[config.mk]
export PLATFORM = sky130hd
export DESIGN_NAME = divider_datapath_flat
export DESIGN_NICKNAME = d
export VERILOG_FILES = /design/src/rtl/divider_datapath_if.sv /design/src/rtl/divider_datapath.sv /design/src/flat_wrapper.sv
export SDC_FILE = /design/constraint.sdc
export NUM_CORES = 1
export LEC_CHECK = 0
export ABC_AREA = 0
export CORE_MARGIN = 3
export CORE_UTILIZATION = 56
export CTS_CLUSTER_DIAMETER = 40
export DETAILED_ROUTE_END_ITERATION = 10
export GPL_ROUTABILITY_DRIVEN = 0
export MAX_ROUTING_LAYER = met4
export PLACE_DENSITY = 0.85
export SETUP_SLACK_MARGIN = 0.05
export SLEW_MARGIN = 20
export SYNTH_ARGS = -nofsm -noshare
export SYNTH_HDL_FRONTEND = slang
export SYNTH_SLANG_ARGS = --single-unit
[constraint.sdc]
create_clock -name clk -period 3.8 [get_ports clk]
set_input_delay 0.76 -clock clk [delete_from_list [all_inputs] [get_ports clk]]
set_output_delay 0.76 -clock clk [all_outputs]
set_load 0.01 [all_outputs]
[src/rtl/divider_datapath_if.sv]
// Bundle between the restoring-divider controller (master) and its datapath (slave).
// restore_cnt exists only when DIV_RESTORE_CNT_EN is defined.
interface divider_datapath_if #(
  parameter int WIDTH = 8
);
  logic             start;
  logic [WIDTH-1:0] dividend;
  logic [WIDTH-1:0] divisor;
  logic             load;
  logic             add;
  logic             shift;
  logic             inbit;
  logic [1:0]       sel;
  logic             sign;
  logic [WIDTH-1:0] quotient;
  logic [WIDTH-1:0] remainder;
  logic             valid;
  logic             div_by_zero;
  logic             busy;
`ifdef DIV_RESTORE_CNT_EN
  logic [$clog2(WIDTH+1)-1:0] restore_cnt;
`endif

  modport master (
`ifdef DIV_RESTORE_CNT_EN
    input  restore_cnt,
`endif
    output start, dividend, divisor, load, add, shift, inbit, sel,
    input  sign, quotient, remainder, valid, div_by_zero, busy
  );

  modport slave (
`ifdef DIV_RESTORE_CNT_EN
    output restore_cnt,
`endif
    input  start, dividend, divisor, load, add, shift, inbit, sel,
    output sign, quotient, remainder, valid, div_by_zero, busy
  );
endinterface

[src/rtl/divider_datapath.sv]
// Restoring-divider datapath: operand/remainder/quotient registers, trial subtract and step counter.
// Optional macro DIV_RESTORE_CNT_EN adds a count of rejected (restored) trials.
module divider_datapath #(
  parameter int WIDTH = 8
) (
  input  logic            clk,
  input  logic            reset,
  divider_datapath_if.slave bus
);
  localparam int CW = $clog2(WIDTH);

  logic [WIDTH-1:0] r_q, q_q, d_q, quot_q, rem_q, r_next;
  logic [CW-1:0]    count_q;
  logic             busy_q, valid_q, dbz_q;
  logic [WIDTH:0]   p;
  logic [WIDTH+1:0] diff;
  logic             step, last;

  // Trial: shift the next dividend bit into the partial remainder and subtract the divisor.
  assign p        = {r_q, q_q[WIDTH-1]};
  assign diff     = {1'b0, p} - {2'b00, d_q};
  assign bus.sign = diff[WIDTH+1];

  // NOTE: every always_comb output gets a default first so no path can infer a latch.
  always_comb begin
    r_next = r_q;
    step   = bus.shift && busy_q && !bus.start && !bus.load;
    last   = (count_q == CW'(WIDTH - 1));
    unique case (bus.sel)
      2'b11:   r_next = diff[WIDTH-1:0];
      2'b01:   r_next = p[WIDTH-1:0];
      2'b10:   r_next = '0;
      default: r_next = r_q;
    endcase
  end

  // NOTE: state registers use non-blocking assignments so every flop samples pre-edge values.
  always_ff @(posedge clk or negedge reset) begin
    if (!reset) begin
      r_q     <= '0;
      q_q     <= '0;
      d_q     <= '0;
      count_q <= '0;
      quot_q  <= '0;
      rem_q   <= '0;
      busy_q  <= 1'b0;
      valid_q <= 1'b0;
      dbz_q   <= 1'b0;
    end else if (bus.start) begin
      q_q     <= bus.dividend;
      d_q     <= bus.divisor;
      r_q     <= '0;
      count_q <= '0;
      busy_q  <= 1'b1;
      valid_q <= 1'b0;
      dbz_q   <= (bus.divisor == '0);
    end else if (bus.load) begin
      count_q <= '0;
      busy_q  <= 1'b0;
    end else if (step) begin
      r_q <= r_next;
      q_q <= {q_q[WIDTH-2:0], bus.inbit};
      if (last) begin
        quot_q  <= {q_q[WIDTH-2:0], bus.inbit};
        rem_q   <= r_next;
        valid_q <= 1'b1;
        busy_q  <= 1'b0;
        count_q <= '0;
      end else begin
        count_q <= count_q + 1'b1;
      end
    end
  end

  assign bus.quotient    = quot_q;
  assign bus.remainder   = rem_q;
  assign bus.valid       = valid_q;
  assign bus.busy        = busy_q;
  assign bus.div_by_zero = dbz_q;

`ifdef DIV_RESTORE_CNT_EN
  logic [$clog2(WIDTH+1)-1:0] rc_q;

  // Steps stop once valid rises, so the count freezes alongside the results.
  always_ff @(posedge clk or negedge reset) begin
    if (!reset) begin
      rc_q <= '0;
    end else if (bus.start) begin
      rc_q <= '0;
    end else if (step && bus.add) begin
      rc_q <= rc_q + 1'b1;
    end
  end

  assign bus.restore_cnt = rc_q;
`else
  logic unused_add;
  assign unused_add = bus.add;
`endif
endmodule

[src/flat_wrapper.sv]
// flat-port wrapper written by rule: the top's interface ports become plain ports
module divider_datapath_flat 
#(
  parameter int WIDTH = 8
)
  (clk, reset, bus_start, bus_dividend, bus_divisor, bus_load, bus_add, bus_shift, bus_inbit, bus_sel, bus_sign, bus_quotient, bus_remainder, bus_valid, bus_div_by_zero, bus_busy);
  divider_datapath_if #(.WIDTH(WIDTH)) bus_i ();
  input  logic clk;
  input  logic reset;
  input wire logic [$bits(bus_i.start)-1:0] bus_start;
  input wire logic [$bits(bus_i.dividend)-1:0] bus_dividend;
  input wire logic [$bits(bus_i.divisor)-1:0] bus_divisor;
  input wire logic [$bits(bus_i.load)-1:0] bus_load;
  input wire logic [$bits(bus_i.add)-1:0] bus_add;
  input wire logic [$bits(bus_i.shift)-1:0] bus_shift;
  input wire logic [$bits(bus_i.inbit)-1:0] bus_inbit;
  input wire logic [$bits(bus_i.sel)-1:0] bus_sel;
  output wire logic [$bits(bus_i.sign)-1:0] bus_sign;
  output wire logic [$bits(bus_i.quotient)-1:0] bus_quotient;
  output wire logic [$bits(bus_i.remainder)-1:0] bus_remainder;
  output wire logic [$bits(bus_i.valid)-1:0] bus_valid;
  output wire logic [$bits(bus_i.div_by_zero)-1:0] bus_div_by_zero;
  output wire logic [$bits(bus_i.busy)-1:0] bus_busy;
  assign bus_i.start = bus_start;
  assign bus_i.dividend = bus_dividend;
  assign bus_i.divisor = bus_divisor;
  assign bus_i.load = bus_load;
  assign bus_i.add = bus_add;
  assign bus_i.shift = bus_shift;
  assign bus_i.inbit = bus_inbit;
  assign bus_i.sel = bus_sel;
  assign bus_sign = bus_i.sign;
  assign bus_quotient = bus_i.quotient;
  assign bus_remainder = bus_i.remainder;
  assign bus_valid = bus_i.valid;
  assign bus_div_by_zero = bus_i.div_by_zero;
  assign bus_busy = bus_i.busy;
  divider_datapath #(.WIDTH(WIDTH)) u_core (.clk(clk), .reset(reset), .bus(bus_i));
endmodule
==> results.toml, run 1 <==
[global_routing]
grt_max_degree = 47
grt_pass1_vias = 1901
grt-ovfl-total = 0
grt_use_total_pct = 21.3
grt_pass1_wl_um = 8430
grt_antenna_before_repair = 0

[hold_path]
hold_path_class = "in2async"

[floorplanning]
initial_utilization_pct = 59.7
die_width_um = 72.2
die_area_um2 = 5220
core_um2 = 4120
rows = 23
die_h_um = 72.2
ios = 45

[detailed_routing]
ant_nets = 0
first_iter_violations = 59
dr.pass1.iters = 4
drt_wl_total_um = 5030
wl_per_cell_um = 15.0
drc_errors = 0
vias_per_cell = 5.69
dr_total_vias = 1907

[placed_design]
placed_area_um2 = 2880
portBuffers = 43
place_inst = 327
dp.final_hpwl_um = 3390

[sta]
setup_viol = 0
worst_slew_pin_slew_ps = 688
hold_viol = 0
fin_setup_tns_ps = 0
fmax_ghz = 0.302
maxSlewViolCount = 0
period_needed_ps = 3310
slew-limit-headroom_pct = 54.0
skew_ps = 4.52
finalCritPeriodShare_pct = 87.1
rsz0062_at_grt = "no"

[cts]
clockRootBuffer = "clkbuf_8"
clockBufferDepth = 2
cts_resized = 0
hold_buffers = 0
cts_sinks = 46
clock_latency_ps = 300
h-tree-depth = 2
cts_tree = "yes"
cts_setup_buffers = 0
clkTransAtPathRegs_ps = 90
cts_made_buffers = 5

[synth]
ys_ff_latch = 46
synth_ff_type = "dfrtp_1"
yosys.area.top_type_share_pct = 46.9
async_flop_share_pct = 100
synth_edf_count = 0
syn_area_um2 = 2460
syn-mean-instance-area_um2 = 9.98
syn_nets = 283
ys_types = 40
yosysWarnings = 0
yosysSeqAreaShare_pct = 46.9
syn_inst = 246
ys_top_cells_by_area = "dfrtp_1 (47%), o21ai_0 (6.7%), ha_1 (5.6%), mux2i_1 (4.9%), nand2_1 (4.7%)"
synth_area_leader_cell = "dfrtp_1"

[critical_path]
cp-end-kind = "output pin"
ff2ff_path_depth = 9
crit_required_ps = 3040
critical_path_arrival_ps = 2550
crit_fanout = 6
rrSetupSlack_ps = 1650
worstSetupPathType = "reg2out"
start_kind = "flop"

[power]
total_power_mw = 1.05
leakagePower_nw = 1.41
vdd_drop_max_mv = 0.266
power_density_nw_per_um2 = 352

[layout]
layout.nets = 321
drive_above_1_share_pct = 8.77
antenna_cells_inserted = 0
fin_cells = 335
design_area_um2 = 2990
fill_cells = 311
syn2layout_area_growth_pct = 21.9

[job]
drv_cap = 0

[run_status]
outcome = "complete, no violations"
-- worst paths after layout --
path                                                             to                           startpoint
worst max-delay path                                       bus_sign            u_core.r_q[3]$_DFFE_PN0P_
worst min-delay path                      u_core.d_q[7]$_DFFE_PN0P_                                reset
worst max register to register  u_core.bus.remainder[4]$_DFFE_PN0P_            u_core.q_q[7]$_DFFE_PN0P_
worst min register to register  u_core.bus.remainder[7]$_DFFE_PN0P_  u_core.bus.remainder[7]$_DFFE_PN0P_
max in group asynchronous        u_core.bus.quotient[3]$_DFFE_PN0P_                                reset
min in group clk                u_core.bus.remainder[7]$_DFFE_PN0P_  u_core.bus.remainder[7]$_DFFE_PN0P_
-- cell usage in the layout, fill, tap and decap left out, drive strengths merged, types with 2 or more instances in the layout --
master	Yosys	routed
mux2	11	11
nand4	2	2
nand3	5	5
clkbuf	8	6
and3	3	3
nand2	32	32
ha	11	11
dfrtp	46	46
clkdlybuf4s50	0	42
buf	6	3
nand3b	6	6
a21oi	14	14
a31oi	4	4
xnor2	2	2
a21o	2	2
xor2	2	2
mux2i	12	12
o31ai	2	2
nor2	9	9
inv	15	15
nor3	3	3
nor4	2	2
a211oi	2	2
o21ai	33	33
nor2b	2	2
o221ai	2	2
-- registers in the layout, indices dropped and copies added (netlist names), 3 cells and up --
signal and cells:
u_core.d_q 8, u_core.q_q 8, u_core.r_q 8, u_core.bus.remainder 8, u_core.count_q 3, u_core.bus.quotient 8
-- cells in the mapped netlist, drive strengths merged (6+ instances only) --
cell / n
mux2: 11
mux2i: 12
nor2: 9
dfrtp: 46
clkbuf: 8
inv: 15
ha: 11
a21oi: 14
buf: 6
o21ai: 33
nand3b: 6
nand2: 32
-- kinds of logic (layout without fill, tap and decap cells) --
group	count (synthesis)	in the layout	share of synthesized area (%)
compound gates	65	65	15.4
xor+xnor	4	4	1.43
fa+ha+maj	12	12	6.42
buf+inv	29	68	5.45
flops	46	46	46.9
mux	23	23	10.9
simple gates	67	67	13.6
-- per-stage QoR --
step,hold WS [ps],worst slack (ps),util (%)
6_report,451,490,72.8
2_1_floorplan,464,1430,-
4_1_cts,490,491,72.7
5_1_grt,483,340,72.8
3_3_place_gp,464,891,70.0
3_5_place_dp,471,826,70.0
-- power by group --
part	total (mW)	switching, mW	internal [mW]	leakage (nW)
registers	0.523	0.0143	0.509	0.609
clock network	0.364	0.168	0.196	0.0514
logic	0.168	0.0910	0.0771	0.755
-- routing by layer --
metal	global-route usage (%)	vias up	share of wire [%]
met5	-	-	0
li1	-	944	-
met1	25.8	913	45
met3	4.85	6	4.3
met4	7.10	0	1.4
met2	35.2	44	49
-- area by class of cell --
type                       count  area, um2  area share [%]
clock buffer                   6       72.6            2.42
clock inverter                 2       37.5            1.25
inverter                      15       56.3            1.88
multi-input combinational    171       1170            39.1
sequential                    46       1150            38.4
tap                           50       62.6            2.09
timing repair buffer          45        443            14.8
-- critical path, stage by stage (launching register included) --
cell	delay [ps]
dfrtp_1	430
ha_1	380
a21oi_1	210
o221ai_1	220
nand3_1	140
nand2_1	60
a211oi_1	230
clkdlybuf4s50_1	570
(Power assumes the default switching activity.)
==> run 2, diff against run 1 <==
Settings changed: ABC_AREA 0 to 1.
==> results.toml, run 2 <==
[synth]
syn-mean-instance-area_um2 = 7.97
syn_nets = 340
ys_ff_latch = 46
syn_area_um2 = 2420
synth_most_common_cell = "nand2_1"
synthTopCellsByCount = "nand2_1 (104), dfrtp_1 (46), inv_1 (45), o21ai_0 (20), nand3_1 (16)"
yosys.area.top_type_share_pct = 47.6
ys_types = 28
synth_ff_type = "dfrtp_1"
yosysWarnings = 0
syn_inst = 303
ys_top_cells_by_area = "dfrtp_1 (48%), nand2_1 (16%), inv_1 (7.0%), ha_1 (5.7%), o21ai_0 (4.1%)"
yosysSeqAreaShare_pct = 47.6
async_flop_share_pct = 100
synth_edf_count = 0
synth_area_leader_cell = "dfrtp_1"

[placed_design]
place_inst = 390
dp.final_hpwl_um = 3750
portBuffers = 43
pre_cts_ws_ps = 1100

[detailed_routing]
vias_per_cell = 5.26
drt_wl_total_um = 5180
first_iter_violations = 121
dr.pass1.iters = 4
dr_total_vias = 2092
wl_per_cell_um = 13.0
drc_errors = 0
ant_nets = 0

[sta]
whs_ps = 481
maxSlewViolCount = 0
setup_viol = 0
fin_setup_tns_ps = 0
fmax_ghz = 0.330
finalCritPeriodShare_pct = 79.8
hold_viol = 0
skew_ps = 8.49
slew-limit-headroom_pct = 33.0
rsz0062_at_grt = "no"
period_needed_ps = 3030
layout_setup_ws_ps = 768
worst_slew_pin_slew_ps = 1000

[layout]
fill_cells = 316
layout_commonest_cell = "nand2_1"
drive_above_1_share_pct = 4.89
layout.nets = 384
final_cell_mix = "nand2_1 (104), dfrtp_1 (46), inv_1 (45)"
fin_cells = 398
fin_util_pct = 72.5
antenna_cells_inserted = 0
syn2layout_area_growth_pct = 22.6

[cts]
cts_resized = 0
clockBufferDepth = 2
cts_tree = "yes"
hold_buffers = 0
h-tree-depth = 2
clkTransAtPathRegs_ps = 90
clock_latency_ps = 300
clockRootBuffer = "clkbuf_8"
cts_sinks = 46
cts_setup_buffers = 0
cts_made_buffers = 5

[job]
drv_cap = 0

[critical_path]
slowest_delay_ps = 560
crit_top_cell = "nand2_1"
crit_required_ps = 3040
start_kind = "flop"
crit_chain = "ha_1, nand2_1, nand2_1, a21oi_1, nand2_1, nand2_1, nor3b_1, clkdlybuf4s50_1"
slowest_stage = "clkdlybuf4s50_1"
critical_path_arrival_ps = 2270
crit_fanout = 5
cp-end-kind = "output pin"
worstSetupPathType = "reg2out"

[power]
vdd_drop_max_mv = 0.240
leakagePower_nw = 1.53
power_density_nw_per_um2 = 343

[floorplanning]
die_area_um2 = 5140
die_h_um = 71.7
initial_utilization_pct = 59.1
rows = 23
die_width_um = 71.7
core_um2 = 4090
ios = 45

[global_routing]
grt_max_degree = 47
grt-ovfl-total = 0
grt_pass1_vias = 2035
grt_antenna_before_repair = 0
grt_use_total_pct = 22.6
grt_pass1_wl_um = 8960

[run_status]
outcome = "complete, no violations"

[hold_path]
hold_path_class = "reg2reg"
==> run 2: through the flow <==
step | cell area (um2) | power (mW)
after floorplan | 2420 | 0.640
after global placement | 2870 | 0.699
after detailed placement | 2870 | 0.706
after CTS | 2960 | 1.02
after global routing | 2960 | 1.06
final | 2960 | 1.02
==> run 2: path summary, 6_finish.rpt <==
kind                                                    start                                   to  slack [ps]  cells past startpoint
setup reg to reg                    u_core.q_q[7]$_DFFE_PN0P_            u_core.r_q[4]$_DFFE_PN0P_        1870                     10
hold / removal             u_core.bus.div_by_zero$_DFFE_PN0P_   u_core.bus.div_by_zero$_DFFE_PN0P_         480                      2
hold reg to reg            u_core.bus.div_by_zero$_DFFE_PN0P_   u_core.bus.div_by_zero$_DFFE_PN0P_         480                      2
max in group asynchronous                               reset  u_core.bus.remainder[0]$_DFFE_PN0P_        2560                      1
min in group asynchronous                               reset            u_core.d_q[7]$_DFFE_PN0P_         630                      1
setup / recovery                    u_core.r_q[3]$_DFFE_PN0P_                             bus_sign         770                      8
==> run 2: per-layer routing <==
layer | wire (um) | up-vias | track usage (%)
met5 | 0 | - | -
met4 | 100 | 0 | 7.93
met3 | 183 | 11 | 4.63
met2 | 2560 | 46 | 37.2
met1 | 2330 | 974 | 27.6
li1 | - | 1061 | -
==> run 2: where the power goes <==
part           internal (mW)  switching [mW]
Clock                  0.150           0.166
Combinational         0.0706          0.0997
Sequential             0.515          0.0141
Total                  0.736           0.280
==> run 2: critical path: cells and delay by family (launching register included) <==
| kind | cells | cell delay [ps] |
|---|---|---|
| AOI/OAI and AO/OA | 1 | 180 |
| adders and majority gates | 1 | 350 |
| buffers and inverters | 1 | 560 |
| DFF | 1 | 420 |
| and+or+nand+nor | 5 | 480 |
==> run 2: kinds of logic (layout without fill, tap and decap cells) <==
kind of cell	after synthesis	in the layout	synth area share (%)
compound gates	49	49	11.2
simple gates	140	140	25.1
fa+ha+maj	12	12	6.53
buf+inv	56	101	9.53
flops	46	46	47.6
==> run 2: area by class of cell <==
type / instances / area [um2] / area share [%]
multi-input combinational: 201 / 1030 / 34.9
sequential: 46 / 1150 / 38.9
clock buffer: 7 / 86.3 / 2.91
timing repair buffer: 44 / 433 / 14.6
tap: 50 / 62.6 / 2.11
inverter: 49 / 186 / 6.29
clock inverter: 1 / 8.76 / 0.296
==> variant, RTL diff (settings of run 1) <==
`WIDTH` is set to 8 in 3 places; all go to 16.
--- a/src/rtl/divider_datapath_if.sv
+++ b/src/rtl/divider_datapath_if.sv
@@ -1,7 +1,7 @@
 // Bundle between the restoring-divider controller (master) and its datapath (slave).
 // restore_cnt exists only when DIV_RESTORE_CNT_EN is defined.
 interface divider_datapath_if #(
-  parameter int WIDTH = 8
+  parameter int WIDTH = 16
 );
   logic             start;
   logic [WIDTH-1:0] dividend;
--- a/src/rtl/divider_datapath.sv
+++ b/src/rtl/divider_datapath.sv
@@ -1,7 +1,7 @@
 // Restoring-divider datapath: operand/remainder/quotient registers, trial subtract and step counter.
 // Optional macro DIV_RESTORE_CNT_EN adds a count of rejected (restored) trials.
 module divider_datapath #(
-  parameter int WIDTH = 8
+  parameter int WIDTH = 16
 ) (
   input  logic            clk,
   input  logic            reset,
--- a/src/flat_wrapper.sv
+++ b/src/flat_wrapper.sv
@@ -1,7 +1,7 @@
 // flat-port wrapper written by rule: the top's interface ports become plain ports
 module divider_datapath_flat 
 #(
-  parameter int WIDTH = 8
+  parameter int WIDTH = 16
 )
   (clk, reset, bus_start, bus_dividend, bus_divisor, bus_load, bus_add, bus_shift, bus_inbit, bus_sel, bus_sign, bus_quotient, bus_remainder, bus_valid, bus_div_by_zero, bus_busy);
   divider_datapath_if #(.WIDTH(WIDTH)) bus_i ();
Interface: changed (resized bus_dividend, bus_divisor, bus_quotient and bus_remainder); port bits go from 45 to 77. No check against the original RTL was run, so the function may have changed too.
==> variant against run 1 <==
Synthesized area rose by 84%; total power rose by 79%; sequential power grew 89%; global-route usage up 6.0 points; sequential cell count increased by 41; cell area rose by 86%; setup slack lost 0.19 ns; largest cell class is now registers; routed wire length rose by 130%.
==> variant: results (changes against run 1) <==
vias per inst 5.84 (+2.6%); Worst Max-Slew Pin Slew 0.664 ns (-0.0247 ns); Tot GR Track Use 27.3% (+6.0 points); final setup margin 0.300 ns (-0.190 ns); CTS resizes 1 (+1); worst slack, placed 0.413 ns (-0.413 ns); r2r setup slk 1.19 ns (-0.46 ns); library cells used by synthesis 50 (+25%); Critical Path AT 2.74 ns (+0.19 ns); Non-Filler Instances 683 (+100%); cell leakage power 2.65 nW (+88%); Worst Path Max Fanout 4 (-2); top cells by area, synth dfrtp_1 (48%), nand2_1 (10%), ha_1 (5.0%); met3 Use GR 7.43% (+2.6 points); switching power 0.538 mW (+97%); # fillers 613 (+97%); first-pass GRT wire length 18700 µm (+120%); vias in the first global route 3978 (+110%); GR Layer Usage met2 42.8% (+7.6 points); met1 wire length 4850 µm (+110%); Post-Route Skew 0.00874 ns (+0.00422 ns); met1 usage in global routing 33.2% (+7.4 points); Final #Nets 637 (+98%); Worst R2R End u_core.bus.remainder[14]$_DFFE_PN0P_; HPWL after DPL 8210 µm (+140%); Post-Route Utilization 71.6% (-1.2 points); largest net degree at the start of global routing 46 (-2.1%); slowest library cell on the worst path dfrtp_1; status completed; post-synthesis compound-gate area fraction 16.4% (+0.92 points); Worst path max stage delay 0.43 ns (-0.14 ns); mux cell area share after synthesis 4.95% (-5.9 points); met2 WL 5510 µm (+120%); post-CTS setup buffers 1 (+1); placed instance area 5380 µm² (+87%); Syn Inst Count 505 (+110%); worst r2r src u_core.q_q[15]$_DFFE_PN0P_; Avg WL per Cell 16.8 µm (+12%); Post-Synth Adder-Cell Area 5.42% (-0.99 points); register area share after synthesis 48.2% (+1.3 points); met3 WL post-DR 747 µm (+240%); Min Hold Slack 0.266 ns (-0.185 ns); Clock Latency Late Sink 0.36 ns (+0.06 ns); Buffers on Ports 75 (+74%); Commonest cells post-synth nand2_1 (126), dfrtp_1 (87), o21ai_0 (38)
==> variant: changes by cell type after synthesis, sizes merged, moves of 10 or more <==
cell    before  now
o21ai       33   43
a22oi        0   15
nor2         9   25
nand2       32  126
nand3        5   15
dfrtp       46   87
clkbuf       8   21
==> variant: power groups by stage <==
stage               Combinational [mW]  Clock [mW]  Sequential [mW]
finish                           0.313       0.582            0.991
global route                     0.345       0.643            0.996
CTS                              0.311       0.601            0.991
detailed placement               0.308           0             1.01
global placement                 0.294           0             1.01
floorplan                        0.186           0             1.00
==> variant: layout make-up <==
type | instances | share of cell area (%)
clock inverter | 5 | 0.608
timing repair buffer | 89 | 15.2
clock buffer | 10 | 2.48
tap | 102 | 2.30
sequential | 87 | 39.2
multi-input combinational | 369 | 38.8
inverter | 21 | 1.42
==> variant: cells by family after synthesis <==
family,after synthesis
compound gates,118
mux,22
simple gates,199
xor+xnor,11
buf+inv,49
fa+ha+maj,19
flops,87
